File: src/rtl/ln4017_pkg.sv
// ln4017_pkg
//   Shared types and helpers for the ln4017 receive-side decoder.
//   - state_t      : decoder FSM states (SYNC, TRACK, FAULT)
//   - ERR_*        : err_code values
//   - onehot_idx   : index of the set bit in a 10-bit decoded vector
//   - is_onehot    : exactly one bit set in a 10-bit decoded vector
//   - carry_high   : expected q59_n level for a given digit
//   - next_digit   : decade successor (9 wraps to 0)
package ln4017_pkg;

    localparam int NUM_DIGITS = 10;

    typedef enum logic [1:0] {
        SYNC  = 2'd0,
        TRACK = 2'd1,
        FAULT = 2'd2
    } state_t;

    localparam logic [1:0] ERR_NONE   = 2'b00;
    localparam logic [1:0] ERR_ONEHOT = 2'b01;
    localparam logic [1:0] ERR_CARRY  = 2'b10;
    localparam logic [1:0] ERR_SKIP   = 2'b11;

    // Only meaningful when is_onehot() holds; otherwise returns the
    // highest set bit (or 0 for an all-zero vector).
    function automatic logic [3:0] onehot_idx(input logic [NUM_DIGITS-1:0] v);
        logic [3:0] idx;
        idx = 4'd0;
        for (int i = 0; i < NUM_DIGITS; i++) begin
            if (v[i]) begin
                idx = 4'(i);
            end
        end
        return idx;
    endfunction

    function automatic logic is_onehot(input logic [NUM_DIGITS-1:0] v);
        logic [3:0] n;
        n = 4'd0;
        for (int i = 0; i < NUM_DIGITS; i++) begin
            n = n + {3'd0, v[i]};
        end
        return (n == 4'd1);
    endfunction

    // The 4017 carry output is high during the first half of the decade.
    function automatic logic carry_high(input logic [3:0] idx);
        return (idx <= 4'd4);
    endfunction

    function automatic logic [3:0] next_digit(input logic [3:0] d);
        return (d == 4'd9) ? 4'd0 : d + 4'd1;
    endfunction

endpackage

File: src/rtl/ln4017_decode_sync.sv
// ln4017_sync
//   Width-parameterised multi-stage flop synchronizer, cleared by reset.
//   Ports:
//     clk   in  1      sampling clock
//     rst_n in  1      asynchronous active-low reset (all stages to 0)
//     d     in  WIDTH  asynchronous input vector
//     q     out WIDTH  vector after STAGES flops
module ln4017_sync #(
    parameter int WIDTH  = 11,
    parameter int STAGES = 2
) (
    input  logic             clk,
    input  logic             rst_n,
    input  logic [WIDTH-1:0] d,
    output logic [WIDTH-1:0] q
);

    logic [WIDTH-1:0] stage [STAGES];

    always_ff @(posedge clk or negedge rst_n) begin
        if (!rst_n) begin
            for (int i = 0; i < STAGES; i++) begin
                stage[i] <= '0;
            end
        end else begin
            stage[0] <= d;
            for (int i = 1; i < STAGES; i++) begin
                stage[i] <= stage[i-1];
            end
        end
    end

    assign q = stage[STAGES-1];

endmodule

File: src/rtl/ln4017_decode.sv
// ln4017_decode
//   Receive-side decoder for a 4017 decade counter: synchronizes the decoded
//   outputs and carry, recovers the BCD digit, counts completed decades,
//   flags protocol violations and stalls.
//   Ports:
//     cp0      in  1         system clock, rising edge
//     mr_n     in  1         asynchronous active-low reset
//     out_q    in  10        decoded 4017 outputs (asynchronous)
//     q59_n    in  1         4017 carry, high for digits 0-4
//     err_clr  in  1         pulse; leaves FAULT and clears err_code
//     digit    out 4         current digit 0-9
//     valid    out 1         digit is being tracked
//     decades  out DECADE_W  completed 9->0 wraps (wrapping)
//     carry    out 1         one-cycle pulse per 9->0 wrap
//     rst_seen out 1         one-cycle pulse on an inferred 4017 master reset
//     fault    out 1         high while in FAULT
//     err_code out 2         sticky fault cause
//     stall    out 1         no advance for >= TIMEOUT cycles while tracking
module ln4017_decode
    import ln4017_pkg::*;
#(
    parameter int SYNC_STAGES = 2,
    parameter int DECADE_W    = 8,
    parameter int TIMEOUT     = 1000
) (
    input  logic                cp0,
    input  logic                mr_n,
    input  logic [9:0]          out_q,
    input  logic                q59_n,
    input  logic                err_clr,
    output logic [3:0]          digit,
    output logic                valid,
    output logic [DECADE_W-1:0] decades,
    output logic                carry,
    output logic                rst_seen,
    output logic                fault,
    output logic [1:0]          err_code,
    output logic                stall
);

    // Stall counter saturates at TIMEOUT, so it only needs to hold TIMEOUT.
    localparam int                CNT_W   = (TIMEOUT < 2) ? 1 : $clog2(TIMEOUT + 1);
    localparam logic [CNT_W-1:0]  CNT_MAX = CNT_W'(TIMEOUT);
    localparam logic              STALL_EN = (TIMEOUT != 0);

    // ------------------------------------------------------------------
    // Input synchronizer and decode of the synchronized vector
    // ------------------------------------------------------------------
    logic [10:0] s;

    ln4017_sync #(
        .WIDTH  (11),
        .STAGES (SYNC_STAGES)
    ) u_sync (
        .clk   (cp0),
        .rst_n (mr_n),
        .d     ({q59_n, out_q}),
        .q     (s)
    );

    logic       s_onehot;
    logic [3:0] s_idx;
    logic       s_carry_ok;
    logic       s_legal;

    always_comb begin
        s_onehot   = is_onehot(s[9:0]);
        s_idx      = onehot_idx(s[9:0]);
        s_carry_ok = (s[10] == carry_high(s_idx));
        s_legal    = s_onehot && s_carry_ok;
    end

    // ------------------------------------------------------------------
    // FSM and datapath registers
    // ------------------------------------------------------------------
    state_t              state_q, state_d;
    logic [3:0]          digit_q, digit_d;
    logic                valid_q, valid_d;
    logic [DECADE_W-1:0] decades_q, decades_d;
    logic                carry_q, carry_d;
    logic                rst_seen_q, rst_seen_d;
    logic                fault_q, fault_d;
    logic [1:0]          err_q, err_d;
    logic                stall_q, stall_d;
    logic [CNT_W-1:0]    cnt_q, cnt_d;

    always_ff @(posedge cp0 or negedge mr_n) begin
        if (!mr_n) begin
            state_q <= SYNC;
        end else begin
            state_q <= state_d;
        end
    end

    always_comb begin
        state_d    = state_q;
        digit_d    = digit_q;
        valid_d    = valid_q;
        decades_d  = decades_q;
        carry_d    = 1'b0;
        rst_seen_d = 1'b0;
        err_d      = err_q;
        cnt_d      = cnt_q;

        case (state_q)
            SYNC: begin
                valid_d = 1'b0;
                cnt_d   = '0;
                if (s_legal) begin
                    state_d = TRACK;
                    digit_d = s_idx;
                    valid_d = 1'b1;
                end
            end

            TRACK: begin
                if (!s_legal) begin
                    state_d = FAULT;
                    valid_d = 1'b0;
                    err_d   = s_onehot ? ERR_CARRY : ERR_ONEHOT;
                end else if (s_idx == digit_q) begin
                    if (cnt_q != CNT_MAX) begin
                        cnt_d = cnt_q + CNT_W'(1);
                    end
                end else if (s_idx == next_digit(digit_q)) begin
                    digit_d = s_idx;
                    cnt_d   = '0;
                    if (digit_q == 4'd9) begin
                        decades_d = decades_q + DECADE_W'(1);
                        carry_d   = 1'b1;
                    end
                end else if (s_idx == 4'd0) begin
                    // Falling back to 0 from mid-decade (0 and 9 were already
                    // covered above) is what a 4017 master reset looks like.
                    digit_d    = 4'd0;
                    rst_seen_d = 1'b1;
                    cnt_d      = '0;
                end else begin
                    state_d = FAULT;
                    valid_d = 1'b0;
                    err_d   = ERR_SKIP;
                end
            end

            FAULT: begin
                valid_d = 1'b0;
                if (err_clr) begin
                    state_d = SYNC;
                    err_d   = ERR_NONE;
                end
            end

            default: begin
                state_d = SYNC;
                valid_d = 1'b0;
            end
        endcase

        fault_d = (state_d == FAULT);
        stall_d = STALL_EN && (state_d == TRACK) && (cnt_d == CNT_MAX);
    end

    always_ff @(posedge cp0 or negedge mr_n) begin
        if (!mr_n) begin
            digit_q    <= 4'd0;
            valid_q    <= 1'b0;
            decades_q  <= '0;
            carry_q    <= 1'b0;
            rst_seen_q <= 1'b0;
            fault_q    <= 1'b0;
            err_q      <= ERR_NONE;
            stall_q    <= 1'b0;
            cnt_q      <= '0;
        end else begin
            digit_q    <= digit_d;
            valid_q    <= valid_d;
            decades_q  <= decades_d;
            carry_q    <= carry_d;
            rst_seen_q <= rst_seen_d;
            fault_q    <= fault_d;
            err_q      <= err_d;
            stall_q    <= stall_d;
            cnt_q      <= cnt_d;
        end
    end

    assign digit    = digit_q;
    assign valid    = valid_q;
    assign decades  = decades_q;
    assign carry    = carry_q;
    assign rst_seen = rst_seen_q;
    assign fault    = fault_q;
    assign err_code = err_q;
    assign stall    = stall_q;

endmodule

File: config.mk
export PLATFORM = sky130hd
export DESIGN_NAME = ln4017_decode
export DESIGN_NICKNAME = d
export VERILOG_FILES = /design/src/rtl/ln4017_pkg.sv /design/src/rtl/ln4017_decode_sync.sv /design/src/rtl/ln4017_decode.sv
export SDC_FILE = /design/constraint.sdc
export NUM_CORES = 1
export LEC_CHECK = 0
export ABC_CLOCK_PERIOD_IN_PS = 5880
export CORE_MARGIN = 2
export CORE_UTILIZATION = 47
export CTS_CLUSTER_DIAMETER = 100
export CTS_CLUSTER_SIZE = 25
export DETAILED_ROUTE_END_ITERATION = 6
export GPL_ROUTABILITY_DRIVEN = 1
export MAX_ROUTING_LAYER = met4
export PLACE_DENSITY = 0.69
export SKIP_LAST_GASP = 1
export SLEW_MARGIN = 10
export SYNTH_ARGS = -nofsm -noshare
export SYNTH_HDL_FRONTEND = slang
export SYNTH_SLANG_ARGS = --single-unit
File: constraint.sdc
create_clock -name cp0 -period 5.88 [get_ports cp0]
set_input_delay 1.176 -clock cp0 [delete_from_list [all_inputs] [get_ports cp0]]
set_output_delay 1.176 -clock cp0 [all_outputs]
set_load 0.005 [all_outputs]
==> results.json <==
{
  "status": "finished, final reports clean",
  "finalPower_mw": 0.954,
  "required_ps": 6080,
  "yosysWarnings": 0,
  "cts_htree_levels": 2,
  "start_util_pct": 49.5,
  "netlist.area_leader.share_pct": 47.8,
  "p_comb_share_pct": 27.8,
  "first_pass_iters": 4,
  "track_usage_pct": 20.4,
  "hold_buffers": 0,
  "maxCapViolations": 0,
  "synth_ff_type": "dfrtp_1",
  "period_share_pct": 81.9,
  "die_area_sq_um": 6540,
  "ant_nets": 0,
  "drcViolationCount": 0,
  "path_clk_slew_ps": 110,
  "drv_slew": 0,
  "worst_slew_pin_slew_ps": 683,
  "slew_headroom_pct": 54.1,
  "area_delta_synth_final_pct": 16.4,
  "pin_count": 33,
  "crit_type": "reg2reg",
  "rsz0062_at_grt": "no",
  "place_area_sq_um": 3130,
  "cts-resized-gates": 0,
  "p_int_mw": 0.614,
  "clock_skew_ps": 12.4,
  "final_common_cell": "dfrtp_1",
  "worst-endpoint-arrival_ps": 5020,
  "fin_tns_setup_ps": 0,
  "synth_area_leaders": "dfrtp_1, fa_1, nand2_1",
  "grt_start_max_net_pins": 54,
  "reg2reg_to": "stall$_DFF_PN0_",
  "synth_seq_area_share_pct": 47.8,
  "drt-vias-per-instance": 5.59,
  "r2r_cells": 16,
  "post_cts_buffers": 0,
  "cts_sinks": 53,
  "drt_iter0_drc": 168,
  "fp.dieH_um": 80.8,
  "grt_first_pass_wirelength_um": 9870,
  "syn_inst": 271,
  "hold_end": "u_sync.q[8]$_DFF_PN0_",
  "hold_viol_final": 0,
  "yosys.area.top_type": "dfrtp_1",
  "rrSetupSlack_ps": 1060,
  "crit_path_end_kind": "flip-flop",
  "fill_cells": 531,
  "synth_edf_count": 0,
  "portBuffers": 32,
  "crit_fanout": 7,
  "power.switching_mw": 0.341,
  "synth_area_sq_um": 2780,
  "syn_nets": 296,
  "ys_types": 64,
  "num_vias": 2079,
  "cts_buffers": 5,
  "layout_common_cells": "dfrtp_1, clkdlybuf4s50_1, nand2_1",
  "clkPwrFrac_pct": 23.5,
  "design_area_sq_um": 3230,
  "synth-seq-cells": 53,
  "seqPwrFrac_pct": 48.7,
  "root_buffer": "clkbuf_8",
  "cp-start-kind": "flip-flop",
  "gp_congestion": 0.927,
  "hold_class": "reg2reg",
  "ir_drop_v": 0.000146,
  "period_minus_slack_ps": 4820,
  "drive_gt1_share_pct": 9.33,
  "synth_area_per_cell_sq_um": 10.2,
  "hold_depth": 0,
  "wl_per_cell_um": 15.3,
  "hp-start": "u_sync.stage[19]$_DFF_PN0_",
  "dpl.hpwl_um": 4080,
  "grt_antenna_before_repair": 0,
  "die_width_um": 80.8,
  "core_sq_um": 5610,
  "switching_share_pct": 35.7,
  "nets": 324,
  "grt_pass1_vias": 2052,
  "clock_latency_ps": 320,
  "num_rows": 27,
  "max_freq_mhz": 208,
  "utilization_pct": 57.6,
  "n_antenna_cell": 0,
  "fin_hold_ws_ps": 347,
  "finalWirelength_um": 5700,
  "p_leak_nw": 1.34,
  "clockBufferDepth": 2,
  "power_density_nw_per_um2": 296,
  "cts_tree": "yes",
  "startpoint": "u_sync.q[5]$_DFF_PN0_",
  "overflow": 0,
  "r2r_start": "u_sync.q[5]$_DFF_PN0_",
  "synth-async-reset-ratio_pct": 100,
  "setup_viol": 0
}
-- per-stage QoR --
| stage | worst slack [ps] | std cells |
|---|---|---|
| 3_3_place_gp | 1230 | 364 |
| 5_1_grt | 734 | 372 |
| 6_report | 1060 | 372 |
| 3_5_place_dp | 1070 | 364 |
| 2_1_floorplan | 1470 | 271 |
| 4_1_cts | 1050 | 372 |
-- critical path: stages (launching register included) --
cell and delay [ps]:
dfrtp_1 490, fa_1 520, fa_1 500, inv_1 50, fa_1 420, inv_1 60
ha_1 150, inv_1 50, fa_1 370, a2111oi_0 390, o211ai_1 200, nor2_1 360
nand2_2 160, or4b_1 510, a221oi_2 260, nand2b_1 150, nor4_2 50
-- Yosys cell counts (all sizes together), types with 5 or more instances --
cell type  number
dfrtp          53
nor4           11
fa              6
buf             5
o211ai          5
ha              5
o31ai           8
nand3           5
nand4           6
nor2           20
clkbuf          7
a21oi          10
nand2          29
inv            17
o21ai           9
nand2b          5
nor3            7
xnor2          10
-- worst max-delay path by stage --
stage	endpoint	slack, ps
final	stall$_DFF_PN0_	1060
after global routing	stall$_DFF_PN0_	730
after CTS	stall$_DFF_PN0_	1050
after detailed placement	stall$_DFF_PN0_	1070
after global placement	stall$_DFF_PN0_	1230
after floorplan	stall$_DFF_PN0_	1470
-- state kept, by name (all words and copies together), names as in the netlist --
register	count
carry	1
cnt_q	10
decades	8
digit	4
err_code	2
fault	1
rst_seen	1
stall	1
state_q	2
u_sync.q	11
u_sync.stage	11
valid	1
-- logic make-up (layout without fill, tap and decap cells) --
kind of cell	count (synthesis)	in the layout	synth area share, %
buffers and inverters	29	58	4.33
adders and majority gates	11	11	6.58
DFF	53	53	47.8
muxes	3	3	1.13
and+or+nand+nor	106	106	20.7
AOI/OAI and AO/OA	55	55	15.1
xor gates and xnor gates	14	14	4.42
-- power groups by stage --
stage          Combinational [mW]  Sequential (mW)  Clock (mW)
2_1_floorplan               0.208            0.428           0
3_3_place_gp                0.265            0.469           0
3_5_place_dp                0.266            0.472           0
4_1_cts                     0.268            0.464       0.234
5_1_grt                     0.300            0.473       0.249
6_report                    0.265            0.464       0.225
-- cell type report --
class	count	area, sq um	area share, %
Clock buffer	5	68.8	2.13
Tap cell	72	90.1	2.79
Multi-Input combinational cell	189	1330	41.1
Sequential cell	53	1330	41.1
Inverter	17	63.8	1.98
Clock inverter	3	28.8	0.891
Timing Repair Buffer	33	323	10.0
-- metal layers --
| layer | routed length [um] | vias to the layer above | global-route usage (%) |
|---|---|---|---|
| met1 | 2700 | 982 | 27.8 |
| li1 | - | 1021 | - |
| met2 | 2600 | 70 | 31.2 |
| met4 | 49 | 0 | 6.10 |
| met3 | 346 | 6 | 4.22 |
| met5 | 0 | - | - |
No activity file was read; power rests on OpenSTA's default activity.
